## src/rtl/hit_out_fifo.sv

```systemverilog
// hit_out_fifo: first-word fall-through buffer between the rasterizer's
// sample-test stage and the z-buffer/frame-buffer writer. Issues an
// active-low halt early enough that hits already in flight always fit,
// counts accepted hits and flags any dropped hit until reset.
module hit_out_fifo #(
   parameter int SIGFIG      = 24,
   parameter int AXIS        = 3,
   parameter int COLORS      = 3,
   parameter int DEPTH       = 16,
   parameter int HALT_MARGIN = 6,
   parameter int CNT_W       = 32
) (
   input  logic                                   clk,
   input  logic                                   rst,
   input  logic signed [AXIS-1:0][SIGFIG-1:0]     hit_R18S,
   input  logic        [COLORS-1:0][SIGFIG-1:0]   color_R18U,
   input  logic                                   hit_valid_R18H,
   output logic                                   halt_RnnnnL,
   output logic        [AXIS-1:0][SIGFIG-1:0]     out_hit_S,
   output logic        [COLORS-1:0][SIGFIG-1:0]   out_color_U,
   output logic                                   out_valid_H,
   input  logic                                   out_ready_H,
   output logic        [$clog2(DEPTH):0]          count_U,
   output logic        [CNT_W-1:0]                hit_total_U,
   output logic                                   overflow_H
);

   localparam int PW = $clog2(DEPTH);
   localparam int CW = PW + 1;

   localparam logic [CW-1:0]    FULL_CNT = CW'(DEPTH);
   localparam logic [CW-1:0]    HALT_LVL = CW'(DEPTH - HALT_MARGIN);
   localparam logic [CW-1:0]    CNT_ONE  = CW'(1'b1);
   localparam logic [PW-1:0]    PTR_ONE  = PW'(1'b1);
   localparam logic [CNT_W-1:0] TOT_ONE  = CNT_W'(1'b1);

   typedef logic [AXIS-1:0][SIGFIG-1:0]   hit_t;
   typedef logic [COLORS-1:0][SIGFIG-1:0] color_t;

   hit_t          hit_mem_q   [DEPTH];
   hit_t          hit_mem_d   [DEPTH];
   color_t        color_mem_q [DEPTH];
   color_t        color_mem_d [DEPTH];

   logic [PW-1:0]    wr_ptr_q, wr_ptr_d;
   logic [PW-1:0]    rd_ptr_q, rd_ptr_d;
   logic [CW-1:0]    count_q, count_d;
   logic [CNT_W-1:0] hit_total_q, hit_total_d;
   logic             overflow_q, overflow_d;
   logic             halt_q, halt_d;

   logic             pop_s;
   logic             full_s;
   logic             push_acc_s;
   logic             drop_s;

   // Handshake decode: a pop needs a valid head, a push into a full FIFO
   // survives only if the head leaves in the same cycle.
   always_comb begin
      pop_s      = 1'b0;
      full_s     = 1'b0;
      push_acc_s = 1'b0;
      drop_s     = 1'b0;
      pop_s      = (count_q != {CW{1'b0}}) && out_ready_H;
      full_s     = (count_q == FULL_CNT);
      push_acc_s = hit_valid_R18H && (!full_s || pop_s);
      drop_s     = hit_valid_R18H && full_s && !pop_s;
   end

   // Next-state for pointers, occupancy, statistics and the halt flop.
   always_comb begin
      wr_ptr_d    = wr_ptr_q;
      rd_ptr_d    = rd_ptr_q;
      count_d     = count_q;
      hit_total_d = hit_total_q;
      overflow_d  = overflow_q;
      halt_d      = halt_q;

      if (push_acc_s) begin
         wr_ptr_d    = wr_ptr_q + PTR_ONE;
         hit_total_d = hit_total_q + TOT_ONE;
      end else begin
         wr_ptr_d    = wr_ptr_q;
         hit_total_d = hit_total_q;
      end

      if (pop_s) begin
         rd_ptr_d = rd_ptr_q + PTR_ONE;
      end else begin
         rd_ptr_d = rd_ptr_q;
      end

      case ({push_acc_s, pop_s})
         2'b10:   count_d = count_q + CNT_ONE;
         2'b01:   count_d = count_q - CNT_ONE;
         default: count_d = count_q;
      endcase

      overflow_d = overflow_q | drop_s;
      // Halt is based on next occupancy so it lands together with the
      // count that crosses the threshold.
      halt_d     = !(count_d >= HALT_LVL);
   end

   // Storage write: only the slot under wr_ptr changes on an accepted push.
   always_comb begin
      hit_mem_d   = hit_mem_q;
      color_mem_d = color_mem_q;
      if (push_acc_s) begin
         hit_mem_d[wr_ptr_q]   = hit_t'(hit_R18S);
         color_mem_d[wr_ptr_q] = color_R18U;
      end else begin
         hit_mem_d   = hit_mem_q;
         color_mem_d = color_mem_q;
      end
   end

   // Control state registers with synchronous reset.
   always_ff @(posedge clk) begin
      if (rst) begin
         wr_ptr_q    <= {PW{1'b0}};
         rd_ptr_q    <= {PW{1'b0}};
         count_q     <= {CW{1'b0}};
         hit_total_q <= {CNT_W{1'b0}};
         overflow_q  <= 1'b0;
         halt_q      <= 1'b1;
      end else begin
         wr_ptr_q    <= wr_ptr_d;
         rd_ptr_q    <= rd_ptr_d;
         count_q     <= count_d;
         hit_total_q <= hit_total_d;
         overflow_q  <= overflow_d;
         halt_q      <= halt_d;
      end
   end

   // Entry array; contents are don't-care after reset, so no reset here.
   always_ff @(posedge clk) begin
      hit_mem_q   <= hit_mem_d;
      color_mem_q <= color_mem_d;
   end

   // Fall-through outputs straight from registered state.
   always_comb begin
      out_hit_S   = hit_mem_q[rd_ptr_q];
      out_color_U = color_mem_q[rd_ptr_q];
      out_valid_H = (count_q != {CW{1'b0}});
      count_U     = count_q;
      hit_total_U = hit_total_q;
      overflow_H  = overflow_q;
      halt_RnnnnL = halt_q;
   end

endmodule
```

## config.mk

```make
export PLATFORM = sky130hd
export DESIGN_NAME = hit_out_fifo
export DESIGN_NICKNAME = d
export VERILOG_FILES = /design/src/rtl/hit_out_fifo.sv
export SDC_FILE = /design/constraint.sdc
export NUM_CORES = 2
export LEC_CHECK = 0
export ABC_AREA = 1
export BUFFER_PORTS_ARGS = -buffer_cell sky130_fd_sc_hd__buf_2
export CORE_MARGIN = 2
export CORE_UTILIZATION = 46
export DETAILED_ROUTE_END_ITERATION = 16
export GPL_ROUTABILITY_DRIVEN = 0
export PLACE_DENSITY = 0.74
export RECOVER_POWER = 25
export SYNTH_ARGS = -nofsm -noshare
export SYNTH_HDL_FRONTEND = slang
export SYNTH_SLANG_ARGS = --single-unit
```

## constraint.sdc

```tcl
create_clock -name clk -period 10.35 [get_ports clk]
set_clock_uncertainty 0.15 [all_clocks]
set_input_delay 0.5175 -clock clk [delete_from_list [all_inputs] [get_ports clk]]
set_output_delay 0.5175 -clock clk [all_outputs]
set_load 0.01 [all_outputs]
```

# After elaboration in Yosys (flattened, before gate mapping)
# Cells that the tools add are included.
[totals]
elab_cells = 138
register_bits = 2351
input_bits = 148
[classes]
eq_ne = 3
n_bitwise = 3
n_lt_le_gt_ge = 4
reduce_logical = 10
n_mux = 11
addsub = 5
[op_table]
columns = ["op", "n"]
rows = [
  ["1152-bit bitwise mux", 2],
  ["72-bit binary-select mux with 4-bit select", 2],
  ["72-bit 2-to-1 mux", 5],
  ["72-bit demux with 4-bit select", 1],
  ["32-bit by 1-bit adder with 32-bit output (second input constant)", 1],
  ["5-bit greater-or-equal comparator (second input constant)", 2],
  ["4-bit inverter with 5-bit output", 2],
  ["5-bit one-hot mux with 2 select lines", 1],
  ["4-bit by 1-bit adder with 4-bit output (second input constant)", 2],
  ["5-bit by 1-bit adder with 5-bit output (second input constant)", 1],
  ["5-bit equality test (second input constant)", 1],
  ["5-bit by 4-bit greater-or-equal comparator with 1-bit output (second input constant)", 1],
  ["1-bit logical AND", 5],
  ["5-bit by 1-bit less-than comparator with 1-bit output (second input constant)", 1],
  ["5-bit nonzero test", 1],
  ["5-bit by 1-bit subtractor with 5-bit output (second input constant)", 1],
  ["1-bit logical NOT", 3],
  ["2-bit by 1-bit equality test with 1-bit output (second input constant)", 1],
  ["2-bit equality test (second input constant)", 1],
  ["1-bit logical OR", 1],
  ["1-bit bitwise OR", 1],
]

# Logic depth before layout (Yosys ltp)
[logic_depth]
word_depth = 8
mapped_depth = 16

# Worst setup path after synthesis
# No wires, ideal clock.
[synth_path]
path_type = "flip-flop to flip-flop"
start = "reg count_q[3] (netlist: count_U[3])"
end = "reg color_mem_q[1000] (netlist bit), enable pin"
slack_ns = 2.311
path_buffers = 1
required_ns = 9.551
t_arrival_ns = 7.239
period_less_slack_ns = 8.039
stages_incl_launch_ff = 8
cell_sequence = "dfxtp_1 > nor2_2 > nand3_2 > nand2_4 > a21oi_4 > buf_2 > nand2_1 > nor2_1"
[synth_between]
elab_chain_len = 4
[synth_rtl]
columns = ["item", "line", "rtl"]
rows = [
  ["from (decl)", "47", "logic [CW-1:0] count_q, count_d;"],
  ["from (signal assigned)", "123", "count_q <= {CW{1'b0}};"],
  ["from (signal assigned)", "130", "count_q <= count_d;"],
  ["5-bit nonzero test", "n/a", ""],
  ["named net out_valid_H", "21", "output logic out_valid_H,"],
  ["1-bit logical AND", "64", "pop_s = (count_q != {CW{1'b0}}) && out_ready_H;"],
  ["1-bit logical OR", "66", "push_acc_s = hit_valid_R18H && (!full_s || pop_s);"],
  ["1-bit logical AND", "66", ""],
  ["to (signal assigned)", "140", "color_mem_q <= color_mem_d;"],
  ["to (decl)", "42", "color_t color_mem_q [DEPTH];"],
]
# The timed path passes the listed nets, and every way through them passes these cells.
# A chain may end at the register's enable or synchronous reset.

==> flow_summary_export.csv <==
group,metric,value,unit
synth,ys_seq_area_share,76.93,%
floorplan,fp.dieW,449.2,µm
place,io_buffers,331,
synth,synth_top_flop_cell,"edfxtp_1",
hold_path,hp-class,"flop to flop",
sta,min_period,6.347,ns
synth,synthCells,6587,
floorplan,die_h,449.2,µm
sta,maxSlewViolCount,0,
global_route,grt_pass1_wl,354.1,mm
critical_path,path_cells,"buf_4 > buf_4 > buf_12 > o21ai_0 > o221ai_1 > o21ai_0 > o22ai_1 > buf_2",
sta,fin_setup_tns,0,ns
finish,nets,7046,
sta,slew_headroom,2.923,%
routing,final_antenna_net_count,0,
finish,drive_above_1_share,9.736,%
clocking,clkSlewWorstSetupHoldPaths,0.06,ns
power_and_ir_drop,p_int,0.01648,W
synth,synth.net_count,6742,
power_and_ir_drop,switchingPower,0.006529,W
clocking,clk_path_buf_depth,3,
critical_path,crit_family,"buffers and inverters",
sta,tightest_slew,1.456,ns
global_route,antenna_found_initial,29,
power_and_ir_drop,p_clk_share,35.7,%
sta,setup_viol,0,
critical_path,slowest_delay,0.89,ns
synth,ys_ff_latch,2351,
finish,register_area,70140,µm²
critical_path,r2r_setup_slack,5.58,ns
routing,routed-via-count,58420,
routing,drc,0,
synth,synth_top_cell_by_area,"edfxtp_1",
clocking,cts_tree,"yes",
finish,multi_input_area,18800,µm²
critical_path,r2r_end,"color_mem_q[234]",
finish,area_delta_synth_final,13.82,%
job,cap_violations,0,
synth,synth_commonest_cells,"2304 x edfxtp_1, 1287 x nor2_1, 1249 x o21ai_0, 384 x o22ai_1, 347 x clkbuf_1",
sta,fin_crit_sh,61.33,%
routing,drt_iter0_markers,7876,
place,dp_hpwl,112.0,mm
critical_path,reg2reg_from,"count_U[3]",
routing,via_per_inst,5.997,
power_and_ir_drop,finalPower,0.02300,W
clocking,cts.sink_count,2351,
hold_path,min_from,"hit_total_U[31]",
global_route,grt_overflow,0,
power_and_ir_drop,switching_share,28.38,%
floorplan,io_pins,332,
global_route,grt_use_total,22.97,%
synth,synthArstFlopShare,0,%
synth,yosysTopAreaCellShare,75.90,%
hold_path,hold_depth,2,
floorplan,initial_utilization,46.22,%
synth,syn_area,91150,µm²
sta,finalHoldViolCount,0,
critical_path,start_kind,"flop",
floorplan,rows,163,
critical_path,worstPathArrival,5.68,ns
hold_path,min_delay_worst_endpoint,"hit_total_U[31]",
clocking,clk_latency,0.85,ns
floorplan,core-area,197200,µm²
synth,synth_most_common_cell,"edfxtp_1",
sta,hold_slack,0.3662,ns
sta,max_freq,157.5,MHz
synth,netlist_top_cells_area,"edfxtp_1 76%, o21ai_0 6.9%, nor2_1 5.3%, o22ai_1 2.6%, o221ai_1 2.3%",
power_and_ir_drop,power_leakage,33.16,nW
synth,syn_avg_cell_area,13.84,µm²
clocking,cts_inserted_buffers,227,
synth,yosysWarnings,0,
power_and_ir_drop,combPwrFrac,17.8,%
clocking,cts_resized,0,
global_route,grt_pass1_vias,56300,
synth,synth_edf_count,2304,
critical_path,cp-end-kind,"primary output",
critical_path,r2r_cells,8,
critical_path,cp_slowest_cell,"dfxtp_4",
floorplan,dieArea,201700,µm²
routing,drt_wl_total,238.4,mm
power_and_ir_drop,p_per_area,221.7,nW/µm²
status,status,"finished clean",
critical_path,required,9.68,ns
global_route,grt_max_degree,299,
clocking,htreeDepth,4,
sta,rsz0062_at_grt,"false",
clocking,root_buffer,"clkbuf_16",
routing,wl_per_cell,24.47,µm
power_and_ir_drop,seq_power_share,46.5,%
routing,drtPass1Iterations,6,
finish,num-fill-cells,15830,
synth,synthDistinctLibCells,41,
critical_path,cp_max_fo,252,
critical_path,crit_type,"flop to primary output",
power_and_ir_drop,vdd_drop_max,0.1536,mV
critical_path,crit_buf_inv,4,
-- layout by cell type (no fill, tap or decap), types with 23 or more instances in the layout --
cell              n
o22ai_1         384
nand2_1         174
clkbuf_1        129
edfxtp_1       2304
clkinv_1         54
bufinv_16        23
buf_2           246
dfxtp_1          43
o211ai_1        110
o21ai_1          55
clkbuf_16       230
clkinv_2         46
inv_1            47
o221ai_1        238
buf_4            59
nand3_1          70
dlygate4sd3_1   149
nor2_1         1271
o21ai_0        1249
a21oi_1          37
-- per-layer routing --
metal / vias up / share of wire [%] / GRT usage (%)
met2: 2985 / 48 / 36.76
met3: 464 / 9.0 / 3.832
met1: 29220 / 40 / 31.90
met5: - / 0.034 / 0
li1: 25730 / - / -
met4: 14 / 3.0 / 8.139
-- flip-flops by register name (all words and copies together) (netlist names) --
signal       cells
color_mem_q   1152
count_U          5
halt_RnnnnL      1
hit_mem_q     1152
hit_total_U     32
overflow_H       1
rd_ptr_q         4
wr_ptr_q         4
-- power by group through the flow --
stage	Combinational [W]	Clock [W]	Sequential, W
after global placement	0.00389	0	0.0109
after detailed placement	0.00401	0	0.0109
after CTS	0.00408	0.00828	0.0107
final	0.00410	0.00820	0.0107
after global routing	0.00448	0.00865	0.0107
after floorplan	0.00264	0	0.0109
-- cell type report --
| class | count | area share, % |
|---|---|---|
| Sequential cell | 2351 | 67.61 |
| Multi-Input combinational cell | 3703 | 18.12 |
| Clock buffer | 274 | 5.707 |
| Timing Repair Buffer | 557 | 3.706 |
| Tap cell | 2640 | 3.184 |
| Clock inverter | 151 | 1.419 |
| Inverter | 51 | 0.2195 |
| Antenna cell | 14 | 0.03377 |
-- worst reg2reg max path, stage by stage (launching register included) --
cell and delay (ns):
dfxtp_1 0.42, nor2_2 0.09, nand3_2 0.11, nand2_4 0.11
a21oi_4 0.59, nand2_1 0.44, nor2_4 0.75, buf_4 0.76
buf_4 0.93
-- repair_timing --
action,in CTS,in global routing
hold buffers,149,0
setup buffers,0,0
endpoints found under the hold margin,2325,0
-- worst max path at each step --
stage / startpoint / end / slack (ns) / depth (start not counted)
2_1_floorplan: count_U[3] / color_mem_q[1000] / 2.31 / 7
3_3_place_gp: rd_ptr_q[0] / out_hit_S[10] / 5.13 / 8
3_5_place_dp: rd_ptr_q[0] / out_hit_S[10] / 5.09 / 8
4_1_cts: rd_ptr_q[0] / out_hit_S[10] / 4.16 / 8
5_1_grt: rd_ptr_q[0] / out_hit_S[10] / 3.81 / 8
6_report: rd_ptr_q[0] / out_hit_S[10] / 4.00 / 8
-- cells by family after synthesis --
| logic type | after synthesis | share of synthesized area, % |
|---|---|---|
| AOI/OAI and AO/OA | 2086 | 13.31 |
| buffers and inverters | 533 | 2.572 |
| and+or+nand+nor | 1578 | 6.751 |
| muxes | 18 | 0.1977 |
| xor gates and xnor gates | 14 | 0.1345 |
| adders and majority gates | 7 | 0.09608 |
| DFF | 2351 | 76.93 |
-- stage by stage --
step	utilization [%]	area, µm²	setup slack (ns)	instances
finish	52.61	103700	4.003	9741
CTS	52.64	103800	4.159	9727
detailed placement	48.14	94930	5.095	9153
global route	52.60	103700	3.806	9737
floorplan	-	91150	2.311	6587
global placement	48.14	94930	5.132	9153
Power figures use the tool's default switching activity.
